<file path="config.mk">
export PLATFORM = sky130hd
export DESIGN_NAME = alu_muldiv_seq
export DESIGN_NICKNAME = d
export VERILOG_FILES = /design/src/rtl/alu_muldiv_seq_pkg.sv /design/src/rtl/alu_muldiv_seq_alu.sv /design/src/rtl/alu_muldiv_seq.sv
export SDC_FILE = /design/constraint.sdc
export NUM_CORES = 1
export LEC_CHECK = 0
export BUFFER_PORTS_ARGS = -buffer_cell sky130_fd_sc_hd__buf_2
export CAP_MARGIN = 25
export CORE_MARGIN = 3
export CORE_UTILIZATION = 35
export DETAILED_ROUTE_END_ITERATION = 10
export HOLD_SLACK_MARGIN = 0.03
export PLACE_DENSITY = 0.59
export SLEW_MARGIN = 20
export SYNTH_ARGS = -nofsm -noshare
export SYNTH_HDL_FRONTEND = slang
export SYNTH_SLANG_ARGS = --single-unit
</file>
<file path="constraint.sdc">
create_clock -name clk -period 6.3 [get_ports clk]
set_clock_uncertainty 0.1 [all_clocks]
set_input_delay 0.63 -clock clk [delete_from_list [all_inputs] [get_ports clk]]
set_output_delay 0.63 -clock clk [all_outputs]
set_load 0.01 [all_outputs]
</file>
<file path="src/rtl/alu_muldiv_seq_pkg.sv">
// alu_muldiv_seq_pkg: shared op encodings, FSM states and md op decode helpers
package alu_muldiv_seq_pkg;
  typedef enum logic [3:0] {
    ALU_ADD, ALU_SUB, ALU_SLL, ALU_SLT, ALU_SLTU, ALU_XOR, ALU_SRL, ALU_SRA, ALU_OR, ALU_AND
  } alu_op_t;
  typedef enum logic [2:0] {
    MD_MUL, MD_MULH, MD_MULHSU, MD_MULHU, MD_DIV, MD_DIVU, MD_REM, MD_REMU
  } md_op_t;
  typedef enum logic [1:0] {IDLE, BUSY, DONE} md_state_t;
  function automatic logic md_is_div(input md_op_t op);
    return op[2];
  endfunction
  function automatic logic md_is_rem(input md_op_t op);
    return op[2] & op[1];
  endfunction
  function automatic logic md_signed_a(input md_op_t op);
    return op[2] ? !op[0] : (op == MD_MULH || op == MD_MULHSU);
  endfunction
  function automatic logic md_signed_b(input md_op_t op);
    return op[2] ? !op[0] : (op == MD_MULH);
  endfunction
endpackage

</file>
<file path="src/rtl/alu_muldiv_seq_alu.sv">
// alu_comb: generic single-cycle base ALU (add/sub/shift/compare/logic)
module alu_comb
  import alu_muldiv_seq_pkg::*;
#(
  parameter int WIDTH = 32
) (
  input  alu_op_t          op,
  input  logic [WIDTH-1:0] a,
  input  logic [WIDTH-1:0] b,
  output logic [WIDTH-1:0] y
);
  localparam int SW = $clog2(WIDTH);
  logic [SW-1:0] sh;
  assign sh = b[SW-1:0];
  always_comb begin
    y = '0;
    case (op)
      ALU_ADD:  y = a + b;
      ALU_SUB:  y = a - b;
      ALU_SLL:  y = a << sh;
      ALU_SLT:  y = {{(WIDTH-1){1'b0}}, $signed(a) < $signed(b)};
      ALU_SLTU: y = {{(WIDTH-1){1'b0}}, a < b};
      ALU_XOR:  y = a ^ b;
      ALU_SRL:  y = a >> sh;
      ALU_SRA:  y = $unsigned($signed(a) >>> sh);
      ALU_OR:   y = a | b;
      ALU_AND:  y = a & b;
      default:  y = '0;
    endcase
  end
endmodule

</file>
<file path="src/rtl/alu_muldiv_seq.sv">
// alu_muldiv_seq: execute unit with 1-cycle ALU and iterative RV32M-style mul/div behind valid/ready
module alu_muldiv_seq
  import alu_muldiv_seq_pkg::*;
#(
  parameter int WIDTH = 32
) (
  input  logic             clk,
  input  logic             rst,
  input  logic             flush,
  input  logic             in_valid,
  output logic             in_ready,
  input  logic             is_md,
  input  alu_op_t          alu_op,
  input  md_op_t           md_op,
  input  logic [WIDTH-1:0] arg_1,
  input  logic [WIDTH-1:0] arg_2,
  output logic             out_valid,
  input  logic             out_ready,
  output logic [WIDTH-1:0] result
);
  localparam int CW = $clog2(WIDTH);
  localparam logic [WIDTH-1:0] MIN = {1'b1, {(WIDTH-1){1'b0}}};
  md_state_t state, state_n;
  md_op_t op;
  logic [CW-1:0] cnt;
  logic [WIDTH-1:0] hi, lo, opnd, hi_n, lo_n, alu_y, early_y, md_y, mag_a, mag_b, q, r;
  logic [2*WIDTH-1:0] prod;
  logic [WIDTH:0] msum, dsh, ddiff;
  logic neg_a, neg_b, sa_neg, sb_neg, accept, last, div0, ovf, early;
  alu_comb #(.WIDTH(WIDTH)) u_alu (.op(alu_op), .a(arg_1), .b(arg_2), .y(alu_y));
  assign in_ready = state == IDLE;
  assign out_valid = state == DONE;
  assign accept = in_valid && in_ready && !flush;
  assign last = state == BUSY && cnt == CW'(WIDTH - 1);
  assign sa_neg = md_signed_a(md_op) && arg_1[WIDTH-1];
  assign sb_neg = md_signed_b(md_op) && arg_2[WIDTH-1];
  assign mag_a = sa_neg ? -arg_1 : arg_1;
  assign mag_b = sb_neg ? -arg_2 : arg_2;
  assign div0 = md_is_div(md_op) && arg_2 == '0;
  assign ovf = md_is_div(md_op) && md_signed_a(md_op) && arg_1 == MIN && arg_2 == '1;
  assign early = is_md && (div0 || ovf);
  assign early_y = div0 ? (md_is_rem(md_op) ? arg_1 : '1) : (md_is_rem(md_op) ? '0 : MIN);
  always_comb begin
    msum = {1'b0, hi} + {1'b0, {WIDTH{lo[0]}} & opnd};
    dsh = {hi, lo[WIDTH-1]};
    ddiff = dsh - {1'b0, opnd};
    hi_n = md_is_div(op) ? (ddiff[WIDTH] ? dsh[WIDTH-1:0] : ddiff[WIDTH-1:0]) : msum[WIDTH:1];
    lo_n = md_is_div(op) ? {lo[WIDTH-2:0], !ddiff[WIDTH]} : {msum[0], lo[WIDTH-1:1]};
    prod = (neg_a ^ neg_b) ? -{hi_n, lo_n} : {hi_n, lo_n};
    q = (neg_a ^ neg_b) ? -lo_n : lo_n;
    r = neg_a ? -hi_n : hi_n;
    md_y = md_is_div(op) ? (md_is_rem(op) ? r : q)
         : (op == MD_MUL ? prod[WIDTH-1:0] : prod[2*WIDTH-1:WIDTH]);
  end
  always_comb begin
    state_n = flush ? IDLE
            : accept ? ((!is_md || early) ? DONE : BUSY)
            : last ? DONE
            : (out_valid && out_ready) ? IDLE
            : state;
  end
  always_ff @(posedge clk) begin
    if (rst) state <= IDLE;
    else state <= state_n;
  end
  always_ff @(posedge clk) begin
    if (rst) begin
      cnt <= '0;
      hi <= '0;
      lo <= '0;
      opnd <= '0;
      result <= '0;
      op <= MD_MUL;
      neg_a <= 1'b0;
      neg_b <= 1'b0;
    end else if (flush) begin
      cnt <= '0;
    end else if (accept) begin
      op <= md_op;
      neg_a <= sa_neg;
      neg_b <= sb_neg;
      cnt <= '0;
      hi <= '0;
      lo <= md_is_div(md_op) ? mag_a : mag_b;
      opnd <= md_is_div(md_op) ? mag_b : mag_a;
      if (!is_md) result <= alu_y;
      else if (early) result <= early_y;
    end else if (state == BUSY) begin
      hi <= hi_n;
      lo <= lo_n;
      cnt <= cnt + 1'b1;
      if (last) result <= md_y;
    end
  end
endmodule

</file>
* Word level (Yosys, flattened, before mapping)
Cells that the tools add are included.
** Cells by class
- Multiplexer cells :: 32
- $add $sub $neg :: 10
- Reduce and logical (&&, ||, !) cells :: 30
- $lt $le $gt $ge :: 2
- Bitwise gates (word level) :: 8
- Shifts and indexed selects :: 3
- Equality and inequality tests :: 17
** Operators with widths (count)
- 32-bit two-way mux :: 24
- 32-bit case mux with 10 select lines :: 1
- 32-bit negation :: 4
- 32-bit bitwise AND :: 2
- 32-bit equality test (second input constant) :: 2
- 32-bit less-than comparator :: 2
- 64-bit two-way mux :: 1
- 64-bit negation :: 1
- 32-bit by 32-bit adder with 33-bit output :: 1
- 33-bit by 32-bit subtractor with 33-bit output :: 1
- 32-bit adder :: 1
- 32-bit zero test :: 1
- 32-bit OR :: 1
- 32-bit by 5-bit << shifter with 32-bit output :: 1
- 32-bit by 5-bit >> shifter with 32-bit output :: 1
- 32-bit by 5-bit >>> shifter with 32-bit output :: 1
- 32-bit subtractor :: 1
- 32-bit bitwise XOR :: 1
- 4-bit by 3-bit equality test with 1-bit output (second input constant) :: 4
- 1-bit logical AND :: 11
- 4-bit by 2-bit equality test with 1-bit output (second input constant) :: 2
- 4-bit equality test (second input constant) :: 2
- 2-bit two-way mux :: 4
- 5-bit by 1-bit adder with 5-bit output (second input constant) :: 1
- 22 further kinds :: 31
** Storage, ports and cells
- Logic and storage cells :: 111
- Input bits :: 77
- Register bits after elaboration :: 140

* Depth between registers and ports, before layout
- Depth after elaboration :: 11
- Depth in mapped cells :: 22
- Depth with buffers taken out :: 20

* Cells and area by module
Synthesis repeated with hierarchy kept, for this count alone.
** Second synthesis, totals
- Cell total of the unflattened synthesis :: 3630
- Area total of the unflattened synthesis :: 24950.2 um2
** By module, submodules not included
- alu_muldiv_seq :: cells an instance 2449, area each 16590.9 um2, instances 1
- alu_comb :: cells an instance 1181, area each 8359.3 um2, instances 1

* Worst setup path after synthesis
No wires, ideal clock.
- Path type :: register to register
- Start point :: register op[2]
- End point :: register result[28]
- Path slack :: 918 ps
- Period minus slack after synthesis :: 5382 ps
- Library setup time :: 80 ps
- Required time :: 6120 ps
- Arrival time :: 5202 ps
- Stages on the path, launching flop included :: 21
- Cells stage by stage :: dfxtp_1 buf_1 buf_1 buf_2 buf_2 buf_1 buf_2 buf_1 clkbuf_1 mux2i_1 ha_1 nand4_1 nor4_1 o21a_1 and3_1 and2_0 and4_1 mux2i_1 a22oi_1 a21oi_1 nor3b_1
** On the way
- Longest elaborated chain between the ends :: 8
- Elaborated cells on any way between the ends :: 16
** Ends and longest elaborated chain
- start, declared :: line alu_muldiv_seq.sv:24 : md_op_t op;
- start signal, assigned :: line alu_muldiv_seq.sv:79 : op <= md_op;
- 32-bit two-way mux (on tied branches) :: line alu_muldiv_seq.sv:48, alu_muldiv_seq.sv:47
- 64-bit negation (tied with other cells) :: line alu_muldiv_seq.sv:49 : prod = (neg_a ^ neg_b) ? -{hi_n, lo_n} : {hi_n, lo_n};
- 64-bit two-way mux (tied with other cells) :: line alu_muldiv_seq.sv:49
- 32-bit two-way mux (on tied branches) :: line alu_muldiv_seq.sv:53, alu_muldiv_seq.sv:52
- 32-bit two-way mux (*) :: line alu_muldiv_seq.sv:52 : md_y = md_is_div(op) ? (md_is_rem(op) ? r : q)
- 32-bit two-way mux (*) :: line alu_muldiv_seq.sv:92 : if (last) result <= md_y;
- 32-bit two-way mux (*) :: line alu_muldiv_seq.sv:88 : end else if (state == BUSY) begin
- 32-bit two-way mux (*) :: line alu_muldiv_seq.sv:78 : end else if (accept) begin
- end signal, assigned :: line alu_muldiv_seq.sv:86 : if (!is_md) result <= alu_y;
- end signal, assigned :: line alu_muldiv_seq.sv:87 : else if (early) result <= early_y;
- end signal, assigned :: line alu_muldiv_seq.sv:92
- end, declared :: line alu_muldiv_seq.sv:19 : output logic [WIDTH-1:0] result
Mark *: on every way between the ends. The rest lies on a longest branch, timed or not. The select of a mux whose other input is x is not followed.
A chain may end at the register's enable or synchronous reset.

* Final worst setup path
- Start point :: register lo[31]
- End point :: register result[29]
** On the way
- Longest elaborated chain between the ends :: 10
- Elaborated cells on any way between the ends :: 17
** Ends and longest elaborated chain
- start, declared :: line alu_muldiv_seq.sv:26 : logic [WIDTH-1:0] hi, lo, opnd, hi_n, lo_n, alu_y, early_y, md_y, mag_a, mag_b, q, r;
- start signal, assigned :: line alu_muldiv_seq.sv:84 : lo <= md_is_div(md_op) ? mag_a : mag_b;
- start signal, assigned :: line alu_muldiv_seq.sv:90 : lo <= lo_n;
- 33-bit by 32-bit subtractor with 33-bit output :: line alu_muldiv_seq.sv:46 : ddiff = dsh - {1'b0, opnd};
- 32-bit two-way mux / 1-bit zero test (equally long branches) :: line alu_muldiv_seq.sv:47, alu_muldiv_seq.sv:48
- 32-bit two-way mux (on tied branches) :: line alu_muldiv_seq.sv:47, alu_muldiv_seq.sv:48
- 64-bit negation (tied with other cells) :: line alu_muldiv_seq.sv:49
- 64-bit two-way mux (tied with other cells) :: line alu_muldiv_seq.sv:49
- 32-bit two-way mux (on tied branches) :: line alu_muldiv_seq.sv:53, alu_muldiv_seq.sv:52
- 32-bit two-way mux (*) :: line alu_muldiv_seq.sv:52
- 32-bit two-way mux (*) :: line alu_muldiv_seq.sv:92
- 32-bit two-way mux (*) :: line alu_muldiv_seq.sv:88
- 32-bit two-way mux (*) :: line alu_muldiv_seq.sv:78
Marked as above.

==> out/summary.txt <==
Initial Util - 35.7%
Depth of the worst hold-timing path - 2
H-Tree Depth - 4
Area leader, netlist - dfxtp_1
WL/cell - 26.7 um
Hold_sp - result[1]
Gpl congestion - 1.11
Die area - 71000 um2
Post-synth EDFFs - 0
Clk Latency, worst-skew pair - 460 ps
Cell Area, Synth - 23800 um2
Max VDD drop - 0.204 mV
Final worst-path cycle share - 95.8%
Util after Layout - 39.0%
Die width - 267 um
RSZ-0062 raised after global routing - false
Max-slew violations - 0
Worst Setup Start Kind - flop
Crit path max fanout - 15
Post-Syn Instances - 3610
Crit path DAT - 6310 ps
Initial antenna violation count - 5
CTS Hold Bufs - 0
Avg Vias per Cell - 6.39
Yosys top cell area share - 11.8%
GRT Total Usage - 32.3%
Port bufs - 110
RR Startpoint - lo[31]
CP Class - flop to flop
Post-synth ARST share - 0%
Tmin final - 6040 ps
Most frequent cells in the layout - nor2_1, nand2_1, a21oi_1, o21ai_0, ha_1
Status - finished clean
Clock sinks - 140
Post-detail-place hpwl - 93400 um
Post-synth top flop - dfxtp_1
PwrDens - 156 nW/um2
Clock transition at the registers of the reported paths - 70 ps
Synth warnings - 0
Hold Fails Final Rpt - 0
Synth cell types - 96
Final ANT Viol Nets - 0
DRC viols - 0
Min-delay worst type - flop to flop
Sequential share of the synthesized area - 11.8%
Vias in the first global route - 26.2k
CP required - 6570 ps
Seq cells post-synth - 140
Syn Nets - 3859
Leakage power - 10.3 nW
First-pass GRT wire length - 174000 um
NumNets Final - 3834
Syn avg cell area - 6.58 um2
Setup violations, final - 0
Layout cells sized above 1 - 9.34%
Core ar. - 66500 um2
Worst R2R Path Depth - 16
Starting DRC count in detailed routing - 3482
Slew headroom - 31.3%
Max Cap Violations - 0
Commonest non-fill, non-tap cell in the layout - nor2_1
GRT overflow - 0
Longest Clk Path Bufs - 2
Maximum clock rate - 166 MHz
Least-Margin Pin Slew - 1030 ps
Clk root buf - clkbuf_16
Top cells by area in the synthesized netlist - dfxtp_1, ha_1, a21oi_1
Area growth, synth to finish - 9.10%
I/O pin total - 111
Vias - 28.5k
WHS Endpoint - result[1]
Setup TNS - 0 ps
Reg2reg setup slack - 260 ps
Worst R2R End - result[29]
DR pass1 iterations - 6
Chip Height - 267 um
Num CTS Buffers - 17
Critical Path Sink Type - flop
TritonCTS clock tree - built
Total Wirelength - 119000 um
Largest net degree at the start of global routing - 83
Row Count - 94
# fillers - 7188
cell usage after synthesis (77+ instances only):
cell,number
nor2_1,431
nand2_1,396
a21oi_1,340
o21ai_0,317
clkbuf_1,204
ha_1,168
xnor2_1,147
inv_1,144
dfxtp_1,140
mux2i_1,124
o211ai_1,123
nor3_1,99
nand3_1,85
a31oi_1,77
critical path, stage by stage, from the launching register on:
cell       delay [ps]
dfxtp_1           390
inv_1             100
ha_1              220
fa_1              400
nor2b_1           220
o31ai_2           130
a211o_1           360
a2111oi_4         630
o21a_1            550
nor3_1            180
nor4_1            580
nand4_2           410
o21ai_0           770
o21ai_0           160
a2111oi_0         440
nand3_1           180
o211ai_1          140
power breakdown:
group          internal (mW)  switching, mW  leakage (nW)
logic                  0.619           1.30          8.83
registers              0.929         0.0588          1.14
clock network          0.681          0.459         0.305
worst max-delay path by stage:
stage / start / to / slack (ps) / cells past startpoint
after floorplan: op[2] / result[28] / 920 / 20
after global placement: lo[31] / result[28] / 440 / 20
after detailed placement: lo[31] / result[30] / 360 / 17
after CTS: lo[31] / result[30] / 330 / 17
after global routing: lo[31] / result[0] / 10 / 20
final: lo[31] / result[29] / 260 / 16
routing by layer:
metal	up-vias	wire, um	GRT usage, %
met3	380	10900	4.70
met1	13375	47700	41.7
met4	6	9120	20.9
met2	1641	51200	50.4
met5	-	95	0
li1	13108	-	-
per-stage QoR:
step                      setup slack, ps  cells  instance area, um2  hold slack [ps]  total power [mW]
after floorplan                       918   3610               23800              340              2.19
final                                 264   4463               25900              363              4.04
after global placement                444   4427               25200              347              2.85
after CTS                             330   4459               25900              362              3.97
after global routing                 11.9   4462               25900              387              4.21
after detailed placement              356   4427               25200              357              2.84
what timing repair did:
item	in CTS	in global routing
setup buffers	0	1
setup endpoints to repair	0	13
resized for setup	0	4
cells by family (layout without fill, tap and decap cells):
kind of cell	Yosys count	count (layout)	share of synthesized area, %
and+or+nand+nor	1303	1303	25.2
AOI/OAI and AO/OA	1238	1238	33.3
buffers and inverters	414	402	6.76
xor gates and xnor gates	200	200	7.37
adders and majority gates	172	172	9.19
muxes	143	143	6.41
DFF	140	140	11.8
other	0	1	0
layout make-up:
cell class	count	area [um2]	area share (%)
Multi-Input combinational cell	3056	19400	75.0
Clock buffer	21	450	1.74
Clock inverter	11	183	0.705
Tap cell	864	1080	4.17
Inverter	152	571	2.20
Antenna cell	1	2.50	0.00966
Timing Repair Buffer	218	1380	5.33
Sequential cell	140	2810	10.8
registers in the layout, indices dropped and copies added, names as in the netlist:
signal	flops
neg_a	1
lo	32
result	32
hi	32
op	3
cnt	5
opnd	32
state	2
neg_b	1
(Power assumes the default switching activity.)
